===== config.mk =====
export PLATFORM = sky130hd
export DESIGN_NAME = seven_segment_scanner
export DESIGN_NICKNAME = d
export VERILOG_FILES = /design/src/rtl/seven_segment_scanner.sv
export SDC_FILE = /design/constraint.sdc
export NUM_CORES = 1
export LEC_CHECK = 0
export ABC_CLOCK_PERIOD_IN_PS = 7680
export CAP_MARGIN = 25
export CORE_ASPECT_RATIO = 1.5
export CORE_MARGIN = 1.5
export CORE_UTILIZATION = 54
export CTS_BUF_LIST = sky130_fd_sc_hd__clkbuf_2 sky130_fd_sc_hd__clkbuf_4 sky130_fd_sc_hd__clkbuf_8
export CTS_CLUSTER_SIZE = 10
export DETAILED_ROUTE_END_ITERATION = 10
export GPL_ROUTABILITY_DRIVEN = 0
export PLACE_DENSITY_LB_ADDON = 0.25
export SETUP_SLACK_MARGIN = 0.4
export SLEW_MARGIN = 20
export SYNTH_ARGS = -nofsm -noshare
export SYNTH_HDL_FRONTEND = slang
export SYNTH_SLANG_ARGS = --single-unit

===== constraint.sdc =====
create_clock -name clk -period 7.68 [get_ports clk]
set_clock_uncertainty 0.2 [all_clocks]
set_input_delay 1.152 -clock clk [delete_from_list [all_inputs] [get_ports clk]]
set_output_delay 1.152 -clock clk [all_outputs]
set_load 0.1 [all_outputs]

===== src/rtl/seven_segment_scanner.sv =====
// seven_segment_scanner: double-buffered, PWM-dimmed multiplexed 7-segment display driver
module seven_segment_scanner #(
    parameter int NUM_DIGITS       = 4,
    parameter int REFRESH_DIV      = 50000,
    parameter int BLANK_CYCLES     = 500,
    parameter int SEG_ACTIVE_LOW   = 0,
    parameter int DIGIT_ACTIVE_LOW = 1
) (
    input  logic                      clk,
    input  logic                      rst_n,
    input  logic [7*NUM_DIGITS-1:0]   segments_in,
    input  logic [NUM_DIGITS-1:0]     dp_in,
    input  logic                      load,
    input  logic                      enable,
    input  logic [3:0]                brightness,
    output logic [6:0]                seg_out,
    output logic                      dp_out,
    output logic [NUM_DIGITS-1:0]     digit_sel,
    output logic                      frame_start
);
    localparam int CW = $clog2(REFRESH_DIV);
    localparam int DW = NUM_DIGITS > 1 ? $clog2(NUM_DIGITS) : 1;
    localparam int SPAN = REFRESH_DIV - BLANK_CYCLES;
    localparam logic SEG_OFF = SEG_ACTIVE_LOW != 0;
    localparam logic DIG_OFF = DIGIT_ACTIVE_LOW != 0;

    logic [CW-1:0]           slot_cnt;
    logic [DW-1:0]           digit_idx;
    logic [7*NUM_DIGITS-1:0] shadow_seg, active_seg, seg_eff;
    logic [NUM_DIGITS-1:0]   shadow_dp, active_dp, dp_eff;
    logic [3:0]              bright_q, bright_eff;
    logic                    slot_start, frame_edge, slot_last, digit_last, lit;
    logic [31:0]             on_len, slot_ext;

    // phase decode; at a slot/frame start the freshly sampled brightness and buffer are forwarded
    always_comb begin
        slot_start = slot_cnt == '0;
        frame_edge = enable && slot_start && digit_idx == '0;
        slot_last  = slot_cnt == CW'(REFRESH_DIV - 1);
        digit_last = digit_idx == DW'(NUM_DIGITS - 1);
        bright_eff = slot_start ? brightness : bright_q;
        seg_eff    = frame_edge ? shadow_seg : active_seg;
        dp_eff     = frame_edge ? shadow_dp : active_dp;
        on_len     = (32'(SPAN) * (32'(bright_eff) + 32'd1)) >> 4;
        slot_ext   = 32'(slot_cnt);
        lit        = enable && slot_ext >= 32'(BLANK_CYCLES) && slot_ext < 32'(BLANK_CYCLES) + on_len;
    end

    // slot and digit counters; disabled display parks at digit 0, slot 0
    always_ff @(posedge clk) begin
        if (!rst_n || !enable) begin
            slot_cnt  <= '0;
            digit_idx <= '0;
        end else begin
            slot_cnt  <= slot_last ? '0 : slot_cnt + 1'b1;
            digit_idx <= slot_last ? (digit_last ? '0 : digit_idx + 1'b1) : digit_idx;
        end
    end

    // shadow takes loads any time; active copies shadow only at frame start to avoid tearing
    always_ff @(posedge clk) begin
        if (!rst_n) begin
            shadow_seg <= '0;
            shadow_dp  <= '0;
            active_seg <= '0;
            active_dp  <= '0;
            bright_q   <= '0;
        end else begin
            shadow_seg <= load ? segments_in : shadow_seg;
            shadow_dp  <= load ? dp_in : shadow_dp;
            active_seg <= frame_edge ? shadow_seg : active_seg;
            active_dp  <= frame_edge ? shadow_dp : active_dp;
            bright_q   <= (enable && slot_start) ? brightness : bright_q;
        end
    end

    // registered, polarity-converted drive; anything but the ON phase is fully inactive
    always_ff @(posedge clk) begin
        if (!rst_n) begin
            seg_out     <= {7{SEG_OFF}};
            dp_out      <= SEG_OFF;
            digit_sel   <= {NUM_DIGITS{DIG_OFF}};
            frame_start <= 1'b0;
        end else begin
            seg_out     <= lit ? seg_eff[digit_idx*7 +: 7] ^ {7{SEG_OFF}} : {7{SEG_OFF}};
            dp_out      <= lit ? dp_eff[digit_idx] ^ SEG_OFF : SEG_OFF;
            digit_sel   <= lit ? (NUM_DIGITS'(1) << digit_idx) ^ {NUM_DIGITS{DIG_OFF}} : {NUM_DIGITS{DIG_OFF}};
            frame_start <= frame_edge;
        end
    end
endmodule


Word-level counts from Yosys, hierarchy flattened
Cells that the tools add are included.
- bits in registers: 99
- bits of input ports: 40
- output and inout bits: 13
- add/sub/neg operators: 4
- $mul: 2
- magnitude comparators: 3
- equal/unequal tests: 2
- shifts and indexed selects: 2
- mux-type cells: 6
- bitwise gates (word level): 1
- reductions and logical operators: 11
- operators by type and width (kind ; number):
    28-bit two-way mux ; 1
    28-bit by 6-bit variable part select with 7-bit output ; 1
    14-bit by 5-bit multiplier with 19-bit output, first input constant ; 1
    9-bit by 17-bit adder with 18-bit output, first input constant ; 1
    16-bit by 18-bit < comparator with 1-bit output ; 1
    16-bit by 1-bit adder with 16-bit output, second input constant ; 1
    16-bit == test, second input constant ; 1
    16-bit by 9-bit >= comparator with 1-bit output, second input constant ; 1
    16-bit zero test ; 1
    4-bit two-way mux ; 2
    4-bit by 1-bit adder with 5-bit output, second input constant ; 1
    2-bit by 3-bit multiplier with 5-bit output, second input constant ; 1
    1-bit logical AND ; 4
    4-bit inverter ; 1
    1-bit by 2-bit left shift with 4-bit output, first input constant ; 1
    2-bit by 3-bit < comparator with 1-bit output, second input constant ; 1
    2-bit by 1-bit adder with 2-bit output, second input constant ; 1
    1-bit binary-select mux with 2-bit select ; 1
    2-bit == test, second input constant ; 1
    1-bit zero test ; 2
    2-bit zero test ; 1
    2-bit two-way mux ; 1
    2-bit AND reduction ; 1
    2-bit OR reduction ; 1
    2 further kinds ; 2

Longest topological paths before layout
Gate-level depths: netlist of the first run.
- word-level depth: 8
- depth in mapped cells: 35
- gate-level depth less buffers: 33

Least setup slack after synthesis of the first run
OpenSTA, ideal clock, no wires.
- path type: reg2reg
- start: reg slot_cnt[11]
- end: reg dp_out
- setup time: 0.138 ns
- data arrival time: 7.638 ns
- required time: 7.342 ns
- setup slack: -0.296 ns
- cell stages (with the launch flop): 34
- path buffers: 2
- clock period less this slack: 7.976 ns
- cell sequence: dfxtp_1 -> or2_1 -> or4_1 -> buf_2 -> nor3_4 -> mux2i_1 -> inv_1 -> ha_1 -> xnor2_1 -> inv_1 -> fa_1 -> inv_1 -> ha_1 -> fa_1 -> ha_1 -> clkbuf_1 -> a21oi_1 -> nand2_1 -> xor2_1 -> ha_1 -> inv_1 -> o221ai_1 -> o41ai_1 -> xor2_1 -> nand2_1 -> xnor2_1 -> ha_1 -> nand4_1 -> o211ai_1 -> nor3_1 -> a21oi_1 -> nor3b_1 -> o21a_1 -> nor4_1
- word-level cells in the longest chain between the ends: 8
- elaborated cells on any way between the ends: 15
- those cells by class: 2 x add/sub; 1 x mul; 2 x order compare; 4 x mux; 6 x reduce/logical
- RTL lines (what ; RTL line ; source):
    start: declaration ; 27 ; logic [CW-1:0] slot_cnt;
    start signal: assignment ; 55 ; slot_cnt <= slot_last ? '0 : slot_cnt + 1'b1;
    16-bit zero test ; 37 ; slot_start = slot_cnt == '0;
    4-bit two-way mux ; 41 ; bright_eff = slot_start ? brightness : bright_q;
    4-bit by 1-bit adder with 5-bit output ; 44 ; on_len = (32'(SPAN) * (32'(bright_eff) + 32'd1)) >> 4;
    14-bit by 5-bit multiplier with 19-bit output ; 44 ;
    9-bit by 17-bit adder with 18-bit output ; 46 ; lit = enable && slot_ext >= 32'(BLANK_CYCLES) && slot_ext < 32'(BLANK_CYCLES) + on_len;
    16-bit by 18-bit < comparator with 1-bit output ; 46 ;
    1-bit logical AND ; 46 ;
    2-bit AND reduction (no source line) ; -- ;
    end signal: assignment ; 86 ; dp_out <= lit ? dp_eff[digit_idx] ^ SEG_OFF : SEG_OFF;
    end: declaration ; 17 ; output logic dp_out,
Several ways; a longest one is shown, not always the timed one. The select of a mux whose other input is x is not followed.
A chain may end at the register's enable or synchronous reset.

Worst setup path in the final report of the first run
- start: in brightness[2]
- end: reg seg_out[2]
- word-level cells in the longest chain between the ends: 7
- RTL lines (what ; RTL line ; source):
    start: declaration ; 15 ; input logic [3:0] brightness,
    4-bit two-way mux ; 41 ;
    4-bit by 1-bit adder with 5-bit output ; 44 ;
    14-bit by 5-bit multiplier with 19-bit output ; 44 ;
    9-bit by 17-bit adder with 18-bit output ; 46 ;
    16-bit by 18-bit < comparator with 1-bit output ; 46 ;
    1-bit logical AND ; 46 ;
    2-bit AND reduction (no source line) ; -- ;
    end signal: assignment ; 80 ; seg_out <= {7{SEG_OFF}};
    end signal: assignment ; 85 ; seg_out <= lit ? seg_eff[digit_idx*7 +: 7] ^ {7{SEG_OFF}} : {7{SEG_OFF}};
    end: declaration ; 16 ; output logic [6:0] seg_out,
Every way passes these cells.

==> qor.txt, run 1 <==
R2r endpoint -> seg_out[2]
Hold path startpoint -> active_seg[1]
Headroom to the max-slew limit -> 0.320
Crit path from -> brightness[2]
Hold Fails Final Rpt -> 0
Fillcell total -> 723
Area delta synth->final -> 33.2%
Slew @ Worst Pin -> 1020 ps
Worst-path cell with the longest stage delay -> fa_1
CTS H-Tree Depth -> 3
DR vias -> 4965
Asr flop ratio synth -> 0
Routed Antenna Nets -> 0
Worst hold slack -> 322 ps
Via-to-Cell Ratio -> 5.67
Initial Util -> 0.554
Vias in the first global route -> 5308
First-pass GRT wire length -> 24.8 mm
Worst EP required -> 7760 ps
Setup ws final -> 255 ps
Largest net degree at the start of global routing -> 73
Die Y -> 130 um
Multi-input gate area -> 0.00413 sq mm
FF-to-FF Start -> slot_cnt[12]
Layout cell share with drive strength beyond 1 -> 0.253
N_diodes -> 0
Gr usage total -> 0.279
Die area -> 0.0115 sq mm
Max Slew Vio Count -> 0
PortBufs -> 52
Endpoint, Worst Hold -> active_seg[1]
Clk Tree Root Cell -> clkbuf_8
Synth cell types -> 53
Setup Crit Path Kind -> in -> reg
Max Cap Violations -> 0
Mapped Cells -> 601
Core Region -> 0.0105 sq mm
Worst r2r path cells -> 32
Critical Path Sink Type -> flop
DR pass1 iterations -> 4
Nets@finish -> 826
Worst Hold Class -> reg -> reg
Std cell rows -> 46
Power per Cell Area -> 237 mW/mm^2
#FFs+latches synth -> 99
# clock sinks -> 99
RSZ-0062 raised after global routing -> true
Register area -> 0.00199 sq mm
Critical path arrival -> 7500 ps
Worst hold path depth -> 2
Sequential area share after synthesis -> 0.340
Yosys warns -> 0
Ys flop type -> dfxtp_1
P_leak -> 3.29 nW
Hpwl dp -> 11.3 mm
Iter 0 DRT Violations -> 252
Clock Path Buffers -> 2
Post-CTS Hold Buffers -> 0
Worst Setup Start Kind -> input pin
Mapped Area -> 0.00584 sq mm
Drc violations -> 0
Syn nets -> 700
Reg2Reg Setup Slack -> 270 ps
Avg WL per Cell -> 17.2 um
CP max stage delay -> 530 ps
CTS tree -> done
Final setup viols -> 0
Peak supply drop -> 169 uV
I/O pin total -> 53
Total grt overflow -> 0
CTS Buf Count -> 9
Clock slew at reported path FFs -> 90 ps
Mapped Avg Cell Area -> 9.71 sq um
Initial antenna violation count -> 0
FMAX -> 135 MHz
WL final -> 15.1 mm
Part of the cycle the worst path needs -> 0.967
Fin crit period -> 7430 ps
Clock Latency Late Sink -> 360 ps
Setup slack after placement -> -288 ps
DIE WIDTH -> 87.9 um
EDFF count, synth -> 0
Outcome -> finished, final reports clean
Sum Neg Setup Slack -> 0 ps
Critical path fanouts, max -> 8
==> where the power goes <==
group / internal, mW / switching (mW) / total [mW] / leakage (nW)
registers: 0.530 / 0.00952 / 0.540 / 0.808
clock network: 0.150 / 0.176 / 0.326 / 0.0959
logic: 0.490 / 0.489 / 0.978 / 2.39
==> Yosys cell counts (3+ instances only) <==
| master | instances | area, sq um |
|---|---|---|
| nor2_1 | 30 | 113 |
| buf_1 | 5 | 18.8 |
| nand3_1 | 16 | 80.1 |
| mux2i_1 | 67 | 671 |
| nor4_1 | 14 | 87.6 |
| a211o_1 | 4 | 35.0 |
| a21oi_1 | 16 | 80.1 |
| a211oi_1 | 5 | 37.5 |
| inv_1 | 22 | 82.6 |
| a21boi_0 | 4 | 30.0 |
| clkbuf_1 | 16 | 60.1 |
| o31ai_1 | 6 | 45.0 |
| fa_1 | 7 | 140 |
| o21ai_0 | 9 | 45.0 |
| nor2b_1 | 66 | 413 |
| nand2_1 | 28 | 105 |
| nor3_1 | 12 | 60.1 |
| ha_1 | 52 | 651 |
| o21a_1 | 9 | 67.6 |
| mux4_2 | 8 | 180 |
| and2_1 | 3 | 18.8 |
| and3_1 | 7 | 43.8 |
| or3_1 | 4 | 25.0 |
| a21o_1 | 4 | 30.0 |
| dfxtp_1 | 99 | 1980 |
| nand4_1 | 14 | 87.6 |
| xnor2_1 | 21 | 184 |
| a31oi_1 | 3 | 18.8 |
| buf_2 | 3 | 15.0 |
| xor2_1 | 17 | 149 |
==> kinds of logic (layout without fill, tap and decap cells) <==
family / Yosys count / in the layout / synth area share
xor gates and xnor gates: 39 / 39 / 0.0598
adders and majority gates: 59 / 59 / 0.135
and+or+nand+nor: 207 / 207 / 0.198
muxes: 75 / 75 / 0.146
AOI/OAI and AO/OA: 74 / 74 / 0.0900
DFF: 99 / 99 / 0.340
buffers and inverters: 48 / 178 / 0.0315
==> layer usage <==
metal / part of all wire / up-vias / wire length (um) / global-route usage
li1: - / 2384 / - / -
met1: 0.35 / 2389 / 5320 / 0.266
met2: 0.55 / 135 / 8340 / 0.545
met3: 0.036 / 57 / 536 / 0.0487
met4: 0.057 / 0 / 852 / 0.154
met5: 0 / - / 0 / 0
==> layout make-up <==
cell class,count,share of cell area
repair buffers,139,0.154
clock inverters,6,0.00837
multi-input cells,454,0.531
inverters,24,0.0116
clock buffers,9,0.0159
flip-flops and latches,99,0.256
well taps,144,0.0232
==> cells in the final DEF, fill, tap and decap left out, drive strengths merged, types with 3 or more instances in the layout <==
cell type,instances
a211o,4
a211oi,5
a21boi,4
a21o,4
a21oi,16
a31oi,4
and2,3
and3,7
buf,89
clkbuf,9
clkdlybuf4s50,49
dfxtp,99
fa,7
ha,52
inv,26
mux2i,67
mux4,8
nand2,28
nand3,16
nand4,14
nor2,30
nor2b,66
nor3,13
nor4,15
o21a,9
o21ai,9
o31ai,6
or3,4
or4,3
xnor2,22
xor2,17
==> worst max-delay path, delay by kind of cell <==
| kind | cells | cell delay, ps |
|---|---|---|
| xor+xnor | 4 | 690 |
| simple gates | 10 | 1740 |
| fa+ha+maj | 5 | 1860 |
| buf+inv | 4 | 900 |
| compound gates | 6 | 1130 |
==> what timing repair did <==
action | CTS | global route
endpoints found under the setup margin | 12 | 12
resized for setup | 32 | 29
buffers inserted | 23 | 5
pin swaps | 19 | 23
gates cloned | 0 | 0
==> worst max-delay path by stage <==
stage,end
after CTS,dp_out
after global placement,seg_out[2]
final,seg_out[2]
after detailed placement,seg_out[2]
after global routing,seg_out[1]
after floorplan,digit_sel[0]
==> metrics by stage <==
step | area (sq um) | instances | power [mW] | utilization
finish | 7770 | 875 | 1.84 | 0.738
global route | 7770 | 875 | 1.97 | 0.738
CTS | 7600 | 870 | 1.79 | 0.721
detailed placement | 7080 | 832 | 1.39 | 0.673
global placement | 7060 | 831 | 1.37 | 0.671
floorplan | 6040 | 601 | 1.13 | -
==> registers in the layout (all words and copies together), names as in the netlist <==
| register | flops |
|---|---|
| digit_idx | 2 |
| bright_q | 4 |
| shadow_seg | 28 |
| active_seg | 28 |
| shadow_dp | 4 |
| seg_out | 7 |
| frame_start | 1 |
| digit_sel | 4 |
| dp_out | 1 |
| slot_cnt | 16 |
| active_dp | 4 |
(Power assumes the default switching activity.)
==> run 2: changes to the inputs <==
--- a/config.mk
+++ b/config.mk
@@ -7,9 +7,11 @@
 export LEC_CHECK = 0
 export ABC_CLOCK_PERIOD_IN_PS = 7680
 export CAP_MARGIN = 25
+export CELL_PAD_IN_SITES_DETAIL_PLACEMENT = 1
+export CELL_PAD_IN_SITES_GLOBAL_PLACEMENT = 1
 export CORE_ASPECT_RATIO = 1.5
 export CORE_MARGIN = 1.5
-export CORE_UTILIZATION = 54
+export CORE_UTILIZATION = 42
 export CTS_BUF_LIST = sky130_fd_sc_hd__clkbuf_2 sky130_fd_sc_hd__clkbuf_4 sky130_fd_sc_hd__clkbuf_8
 export CTS_CLUSTER_SIZE = 10
 export DETAILED_ROUTE_END_ITERATION = 10
==> qor.txt, run 2 (synthesized netlist as in run 1, its figures left out) <==
Die Y -> 147 um (+13%)
Clock Latency Late Sink -> 390 ps (+30 ps)
Outcome -> finished, final reports clean
Core Region -> 0.0135 sq mm (+28%)
Critical Path Sink Type -> flop
Headroom to the max-slew limit -> 0.313 (-0.00732)
Peak supply drop -> 140 uV (-17%)
Crit path buffers/inverters -> 4 (unchanged)
Hold Fails Final Rpt -> 0 (unchanged)
DIE WIDTH -> 99.3 um (+13%)
Setup Crit Path Kind -> reg -> reg
Max Cap Violations -> 0 (unchanged)
Fillcell total -> 1499 (+110%)
Via-to-Cell Ratio -> 5.58 (-1.7%)
Gr usage total -> 0.245 (-0.0339)
I/O pin total -> 53 (unchanged)
Clk Tree Root Cell -> clkbuf_8
DR vias -> 4969 (+0.081%)
P_leak -> 3.29 nW (-0.29%)
Area delta synth->final -> 32.8%
Std cell rows -> 52 (+13%)
Critical path fanouts, max -> 4 (-4)
Initial antenna violation count -> 0 (unchanged)
Avg WL per Cell -> 19.2 um (+12%)
Worst Setup Start Kind -> flop
WL final -> 17.1 mm (+14%)
Hpwl dp -> 13.2 mm (+17%)
Slew @ Worst Pin -> 1030 ps (+10.9 ps)
Critical path depth -> 31 (+6.9%)
CTS Buf Count -> 9 (unchanged)
Register area -> 0.00199 sq mm (+0.19%)
Top flop regs -> active_seg x28, shadow_seg x28, slot_cnt x16
Sum Neg Setup Slack -> 0 ps (unchanged)
Most common cell after layout, fill and taps aside -> dfxtp_1
Layout Utilization -> 0.573 (-0.166)
DR pass1 iterations -> 4 (unchanged)
Nets@finish -> 823 (-0.36%)
Die area -> 0.0146 sq mm (+28%)
CP max stage delay -> 560 ps (+30 ps)
Multi-input gate area -> 0.00410 sq mm (-0.79%)
Critical path arrival -> 7600 ps (+100 ps)
First-pass GRT wire length -> 27.7 mm (+12%)
Drc violations -> 0 (unchanged)
Part of the cycle the worst path needs -> 0.975 (+0.00790)
RSZ-0062 raised after global routing -> true
N_diodes -> 0 (unchanged)
Max Slew Vio Count -> 0 (unchanged)
FMAX -> 134 MHz (-0.81%)
Clock Path Buffers -> 2 (unchanged)
Power per Cell Area -> 239 mW/mm^2 (+0.62%)
Total grt overflow -> 0 (unchanged)
Clock slew at reported path FFs -> 110 ps (+20 ps)
Worst Hold Class -> reg -> reg
PortBufs -> 52 (unchanged)
Area after DPL -> 0.00711 sq mm (+0.42%)
Worst hold path depth -> 2 (unchanged)
Vias in the first global route -> 5561 (+4.8%)
Layout cell share with drive strength beyond 1 -> 0.246 (-0.00754)
Fin crit period -> 7490 ps (+60.7 ps)
Iter 0 DRT Violations -> 145 (-42%)
CTS H-Tree Depth -> 3 (unchanged)
Post-route cell area -> 0.00775 sq mm (-0.32%)
Routed Antenna Nets -> 0 (unchanged)
Final setup viols -> 0 (unchanged)
Post-CTS Hold Buffers -> 0 (unchanged)
Worst-path cell with the longest stage delay -> or4_4
Worst r2r path cells -> 31 (-3.1%)
Initial Util -> 0.431 (-0.123)
Most frequent cells in the layout -> 96 x dfxtp_1, 78 x buf_4, 66 x mux2i_1
# clock sinks -> 99 (unchanged)
Worst EP required -> 7790 ps (+30 ps)
Largest net degree at the start of global routing -> 73 (unchanged)
CP delay by family, top -> simple AND/OR/NAND/NOR gates
CTS tree -> done
## run 2: changes by cell type in the layout (fill, tap and decap cells not counted), sizes merged
cell,previous run,this run
clkdlybuf4s50,49,48
inv,26,27
clkinvlp,1,0
dlygate4sd2,1,2
clkinv,2,4
buf,89,86
bufinv,1,0
## run 2: worst paths after layout
| kind | endpoint | startpoint | slack, ps |
|---|---|---|---|
| worst max-delay path | digit_sel[0] | slot_cnt[11] | 190 |
| worst min-delay path | bright_q[3] | bright_q[3] | 290 |
| worst max register to register | digit_sel[0] | slot_cnt[11] | 190 |
| worst min register to register | bright_q[3] | bright_q[3] | 290 |
## run 2: worst register-to-register path, delay by kind of cell (launching register included)
family                   cells  cell delay (ps)
AND/OR/NAND/NOR             12             2700
adder cells (fa/ha/maj)      7             2270
AO/OA/AOI/OAI                4              820
XOR/XNOR                     3              400
flip-flops                   1              370
buffers and inverters        4              370
multiplexers                 1              310
## run 2: what timing repair did
item | CTS | global route
setup endpoints to repair | 12 | 12
pin swaps | 29 | 4
buffers inserted | 15 | 9
endpoints found under the hold margin | 0 | 0
resized for setup | 46 | 11
## run 2: layout make-up
| class | instances | area share |
|---|---|---|
| inverters | 24 | 0.0116 |
| clock buffers | 9 | 0.0160 |
| well taps | 162 | 0.0262 |
| flip-flops and latches | 99 | 0.257 |
| clock inverters | 7 | 0.00904 |
| repair buffers | 136 | 0.151 |
| multi-input cells | 454 | 0.529 |
## run 2: metrics by stage
stage	setup WS, ps	instances	hold WS, ps	power (mW)
final	194	891	291	1.85
after CTS	319	882	297	1.85
after global placement	-69.5	850	264	1.36
after global routing	-57.6	891	323	1.97
after detailed placement	-383	851	272	1.41
after floorplan	400	601	241	1.13
## run 2: report_power, final
group / internal (mW) / switching (mW)
logic: 0.465 / 0.514
registers: 0.530 / 0.00931
clock network: 0.127 / 0.205
## run 2: routing by layer
metal,vias to the layer above,global-route usage,part of all wire
li1,2385,-,-
met1,2449,0.238,0.36
met2,91,0.482,0.57
met3,44,0.0369,0.025
met4,0,0.134,0.048
met5,-,0,0
==> run 3: changes to the inputs <==
--- a/config.mk
+++ b/config.mk
@@ -7,11 +7,9 @@
 export LEC_CHECK = 0
 export ABC_CLOCK_PERIOD_IN_PS = 7680
 export CAP_MARGIN = 25
-export CELL_PAD_IN_SITES_DETAIL_PLACEMENT = 1
-export CELL_PAD_IN_SITES_GLOBAL_PLACEMENT = 1
 export CORE_ASPECT_RATIO = 1.5
 export CORE_MARGIN = 1.5
-export CORE_UTILIZATION = 42
+export CORE_UTILIZATION = 54
 export CTS_BUF_LIST = sky130_fd_sc_hd__clkbuf_2 sky130_fd_sc_hd__clkbuf_4 sky130_fd_sc_hd__clkbuf_8
 export CTS_CLUSTER_SIZE = 10
 export DETAILED_ROUTE_END_ITERATION = 10
==> results of run 3 <==
The final DEF is identical to that of run 1; final timing and power are the same.
